$ cat src/rtl/reg_bank.sv
// 32 x 32-bit register file: one write port, two registered read ports, $sp preset on reset.
// Optional write-to-read bypass is enabled by defining REG_BANK_BYPASS_EN.
module reg_bank #(
   parameter logic [31:0] SP_RESET = 32'd227
) (
   input  logic        clk,
   input  logic        reset,
   input  logic        reg_write,
   input  logic [4:0]  write_reg,
   input  logic [31:0] write_data,
   input  logic [4:0]  read_reg_one,
   input  logic [4:0]  read_reg_two,
   output logic [31:0] read_data_one,
   output logic [31:0] read_data_two
);

   localparam int unsigned NUM_REGS = 32;
   localparam logic [4:0]  SP_INDEX = 5'd29;

   logic [31:0] regs [NUM_REGS];
   logic        write_en;
   logic [31:0] next_one;
   logic [31:0] next_two;

   assign write_en = reg_write && (write_reg != 5'd0);

   // NOTE: the storage array is reset like any other flop because $sp needs a
   // non-zero preset; this rules out mapping it onto a RAM macro.
   always_ff @(posedge clk or negedge reset) begin
      if (!reset) begin
         for (int i = 0; i < NUM_REGS; i++) begin
            regs[i] <= (i == int'(SP_INDEX)) ? SP_RESET : 32'h0;
         end
      end else if (write_en) begin
         regs[write_reg] <= write_data;
      end
   end

   // NOTE: every variable gets a default first so no path leaves it unassigned,
   // which would otherwise infer a latch.
   always_comb begin
      next_one = regs[read_reg_one];
      next_two = regs[read_reg_two];
`ifdef REG_BANK_BYPASS_EN
      if (write_en && (write_reg == read_reg_one)) next_one = write_data;
      if (write_en && (write_reg == read_reg_two)) next_two = write_data;
`endif
      if (read_reg_one == 5'd0) next_one = 32'h0;
      if (read_reg_two == 5'd0) next_two = 32'h0;
   end

   // NOTE: non-blocking assignments keep both read ports sampling the array
   // as it stood before this edge's write.
   always_ff @(posedge clk or negedge reset) begin
      if (!reset) begin
         read_data_one <= 32'h0;
         read_data_two <= 32'h0;
      end else begin
         read_data_one <= next_one;
         read_data_two <= next_two;
      end
   end

endmodule

$ cat config.mk
export PLATFORM = sky130hd
export DESIGN_NAME = reg_bank
export DESIGN_NICKNAME = d
export VERILOG_FILES = /design/src/rtl/reg_bank.sv
export SDC_FILE = /design/constraint.sdc
export NUM_CORES = 2
export LEC_CHECK = 0
export CAP_MARGIN = 20
export CORE_UTILIZATION = 50
export DETAILED_ROUTE_END_ITERATION = 6
export PLACE_DENSITY_LB_ADDON = 0.25
export SLEW_MARGIN = 20
export SYNTH_ARGS = -nofsm -noshare
export SYNTH_HDL_FRONTEND = slang
export SYNTH_SLANG_ARGS = --single-unit
$ cat constraint.sdc
create_clock -name clk -period 4.34 [get_ports clk]
set_input_delay 1.085 -clock clk [delete_from_list [all_inputs] [get_ports clk]]
set_output_delay 1.085 -clock clk [all_outputs]
set_load 0.02 [all_outputs]
### Word level (Yosys, flattened, before mapping)

Cells that the tools add are included.

| storage, ports and cells | value |
|---|---|
| flip-flop bits (word level) | 1,088 |
| input bits | 50 |
| output and inout bits | 64 |
| logic and storage cells | 57 |

| operators by class | value |
|---|---|
| order comparisons | 4 |
| multiplexer cells | 11 |
| bitwise operators | 3 |
| reductions and logical operators | 5 |

Operator list:

| cell | number |
|---|---|
| $bwmux W1024 | 1 |
| $bmux W32 S5 | 2 |
| $mux W32 | 7 |
| $demux W32 S5 | 1 |
| $ge A6 B6 Y1 const B | 3 |
| $not A5 Y6 | 3 |
| $logic_not A5 Y1 | 2 |
| $lt A6 B1 Y1 const B | 1 |
| $reduce_bool A5 Y1 | 1 |
| $logic_and A1 B1 Y1 | 2 |

### Depth between registers and ports, before layout

| logic depth | value |
|---|---|
| word-level depth | 6 |
| gate-level depth with buffers | 7 |
| mapped depth without buffers | 4 |

### Worst setup path before layout

Ideal clock, no wire load.

| timing path | value |
|---|---|
| kind | in2reg |
| from | input port read_reg_two[0] |
| to | register read_data_two[10] |
| setup time | 0.147 ns |
| arrival time | 2.359 ns |
| required time | 4.193 ns |
| slack | 1.835 ns |
| stages on the path | 6 |
| buffers on the path | 2 |
| cells stage by stage | buf_2 -> buf_4 -> mux4_2 -> nor2b_1 -> a211oi_1 -> a311oi_1 |

| on the way | value |
|---|---|
| word-level cells in the longest chain between the ends | 5 |
| elaborated cells on any way between the ends | 6 |
| those cells by class | 4 x mux; 1 x bitwise; 1 x reduce/logical |

RTL lines:

| what | line | source |
|---|---|---|
| start, declared | 12 | `input logic [4:0] read_reg_two,` |
| $not A5 Y6 (implied by the code) | 43 | `next_two = regs[read_reg_two];` |
| $bmux W32 S5 | 43 |  |
| $mux W32 (implied by the code) (2 in a row) | 43 |  |
| $mux W32 * | 49 | `if (read_reg_two == 5'd0) next_two = 32'h0;` |
| net next_two[10] | 23 | `logic [31:0] next_two;` |
| end signal, assigned | 60 | `read_data_two <= next_two;` |
| end, declared | 14 | `output logic [31:0] read_data_two` |

The timed path passes the listed nets; every way through them passes the cells marked *. The select of a mux whose other input is x is not followed.
A chain may end at the register's enable or synchronous reset.

### Final worst setup path

| timing path | value |
|---|---|
| from | register read_data_two[15] |
| to | output port read_data_two[15] |

No word-level cell between the ends.

==> flow_summary_export.csv <==
group,metric,value,unit
status,status,"finished, final reports clean",
clock_network,cts_tree,"yes",
grt,grt_max_degree,140,
sta,slew_viol_final,0,
floorplanning,die_h,337.7,um
logic_synthesis,ys_async_sr_fraction,100.0,%
place,pre_cts_ws,740.0,ps
worst_setup_path,path_depth,1,
sta,setup_violations,0,
floorplanning,initial_utilization,50.65,%
floorplanning,num_rows,122,
clock_network,cts-resized-gates,0,
routing,vias_per_cell,6.758,
clock_network,cts_hold_buf,0,
sta,setup_slack,1313,ps
floorplanning,pin_count,114,
logic_synthesis,synthSimpleGateAreaFrac,1.632,%
sta,clock.fmax,0.3303,GHz
worst_setup_path,crit_type,"flop to primary output",
routing,routedWlPerCell,33.13,um
routing,drt_iter0_markers,3255,
grt,grt_pass1_vias,36490,
grt,met2_usage,49.50,%
place,routabilityCongestion,0.8325,
routing,ant_nets,0,
clock_network,cts_sinks,1088,
logic_synthesis,synth_xor_area_share,0,%
worst_setup_path,crit_buf_inv,1,
floorplanning,dieArea,114100,um^2
place,io_buffers,113,
layout,drive_above_1_share,50.87,%
logic_synthesis,synth_adder_area_share,0,%
layout,area_delta_synth_final,11.63,%
sta,hold_viol_final,0,
worst_setup_path,cp.arrival,1940,ps
logic_synthesis,yosysSeqAreaShare,48.32,%
grt,antenna_found_initial,9,
layout,final_cells,5230,
clock_network,clk_path_buf_depth,3,
logic_synthesis,ys_top_cells_by_count,"dfrtp_1, mux2_2, mux4_2, clkbuf_1, buf_2",
logic_synthesis,ys_ff_latch,1088,
clock_network,cts_setup_buffers,0,
routing,vias,35340,
power_and_ir_drop,power,0.02954,W
routing,dr.pass1.iters,6,
worst_setup_path,crit_family,"buffers and inverters",
place,dp_hpwl,101600,um
power_and_ir_drop,leakage,26.98,nW
worst_setup_path,cp_cell_sequence,"clkdlybuf4s50_1",
sta,min_period,3027,ps
logic_synthesis,yosysMostFrequentCell,"dfrtp_1",
routing,wl,173300,um
floorplanning,die-width,337.7,um
logic_synthesis,yosysTopAreaCell,"dfrtp_1",
sta,relSlewSlack,22.47,%
logic_synthesis,synth_cells,3677,
grt,met3_usage,5.243,%
worst_setup_path,cp-start-kind,"flop",
logic_synthesis,synth_top_family_by_area,"multiplexers",
logic_synthesis,syn_area,56360,um^2
power_and_ir_drop,vdd_drop_max,0.3440,mV
clock_network,htree_levels,3,
grt,grt_pass1_wl,256900,um
logic_synthesis,synth_nets,3727,
grt,busiest_layer,"met2",
place,placedCellCount,5010,
worst_hold_path,hold_path.class,"input port to asynchronous set/reset pin",
worst_setup_path,worst_path_largest_cell_delay,680,ps
logic_synthesis,post_synth.cell_area_avg,15.33,um^2
logic_synthesis,synth_compound_area_share,4.671,%
power_and_ir_drop,power_density,469.5,nW/um^2
logic_synthesis,yosys.area.top_type_share,48.08,%
worst_setup_path,cp-end-kind,"primary output",
grt,gr-usage-met1,43.26,%
worst_setup_path,cp_max_fo,1,
floorplanning,core_area,111300,um^2
logic_synthesis,synth_edf_count,0,
sta,fin_skew,17.13,ps
logic_synthesis,ys.flop_type,"dfrtp_1",
clock_network,worstSkewPairLatency,710,ps
sta,fin_tns_setup,0,ps
clock_network,cts_buffers,117,
logic_synthesis,yosysUniqueCellTypes,41,
logic_synthesis,yosys_warnings,0,
sta,rsz0062_at_grt,"false",
grt,overflow,0,
clock_network,cts_root_buffer,"clkbuf_16",
worst_setup_path,reg2regPathDepth,5,
sta,worst_pin_slew,1163,ps
job,max_cap_viol_count,0,
logic_synthesis,synth.area.top_cells,"dfrtp_1, mux2_2, mux4_2",
grt,grt.total_usage,31.12,%
sta,fin_crit_sh,69.75,%
clock_network,clk_pin_slew,70,ps
routing,drc,0,
worst_setup_path,crit_path_top_delay_cell,"clkdlybuf4s50_1",
worst_setup_path,required,3250,ps
layout,nets,3692,
logic_synthesis,synth_mux_area_share,41.27,%
-- kinds of logic after synthesis --
family | count (synthesis)
flip-flops | 1088
multiplexers | 1632
AO/OA/AOI/OAI | 366
AND/OR/NAND/NOR | 166
buffers and inverters | 425
-- sequential cells by signal, summed over array words and instances, names as in the netlist --
register,count
regs,1024
read_data_one,32
read_data_two,32
-- cells in the final DEF (no fill, tap or decap), drive strengths merged, types with 2 or more instances in the layout --
master	netlist	routed
buf	238	185
mux2	1056	1056
nand3	2	2
or4	2	2
a311oi	64	64
nand2	52	52
a221oi	46	46
inv	2	7
nor2	23	23
mux4	448	448
nor3b	4	4
o2111ai	18	18
o21ai	110	110
a22oi	64	64
nand3b	4	4
a211oi	64	64
and2b	4	4
clkinv	0	20
nand2b	2	2
clkdlybuf4s50	0	84
clkbuf	185	181
dfstp	5	5
dfrtp	1083	1083
or2	3	3
nor2b	64	64
and2	2	2
bufinv	0	7
mux2i	128	128
clkinvlp	0	5
-- per-layer routing --
layer	up-vias	part of all wire [%]	wire length, um
met5	-	0.022	38
met4	6	3.9	6707
met3	359	7.0	12210
met2	1459	48	83320
met1	19350	41	71010
li1	14170	-	-
-- through the flow --
stage | utilization (%) | hold slack [ps] | instance area, um^2
floorplan | - | 441.3 | 56360
global placement | 53.01 | 376.9 | 58990
detailed placement | 53.00 | 383.3 | 58970
CTS | 56.59 | 305.9 | 62970
global route | 56.54 | 323.2 | 62920
finish | 56.54 | 322.4 | 62920
-- worst paths after layout --
check | start | end | slack [ps]
worst max-delay path | read_data_two[15] | read_data_two[15] | 1310
worst min-delay path | reset | regs[664] | 320
worst max register to register | regs[904] | read_data_two[8] | 2320
worst min register to register | regs[1022] | regs[1022] | 400
max in group asynchronous | reset | regs[938] | 2770
min in group clk | regs[1022] | regs[1022] | 400
-- power by group --
group          leakage, nW  internal [W]  switching, W
clock                 1.97       0.00610       0.00426
combinational         11.1       0.00344       0.00228
sequential            13.9        0.0121       0.00141
-- cell type report --
type	count	area, um^2
Fill cell	8800	48360
Sequential cell	1088	27230
Multi-Input combinational cell	2164	27020
Clock buffer	181	3601
Timing Repair Buffer	269	2786
Tap cell	1488	1862
Clock inverter	37	399.1
Inverter	2	12.51
Antenna cell	1	2.502
Power figures use the tool's default switching activity.
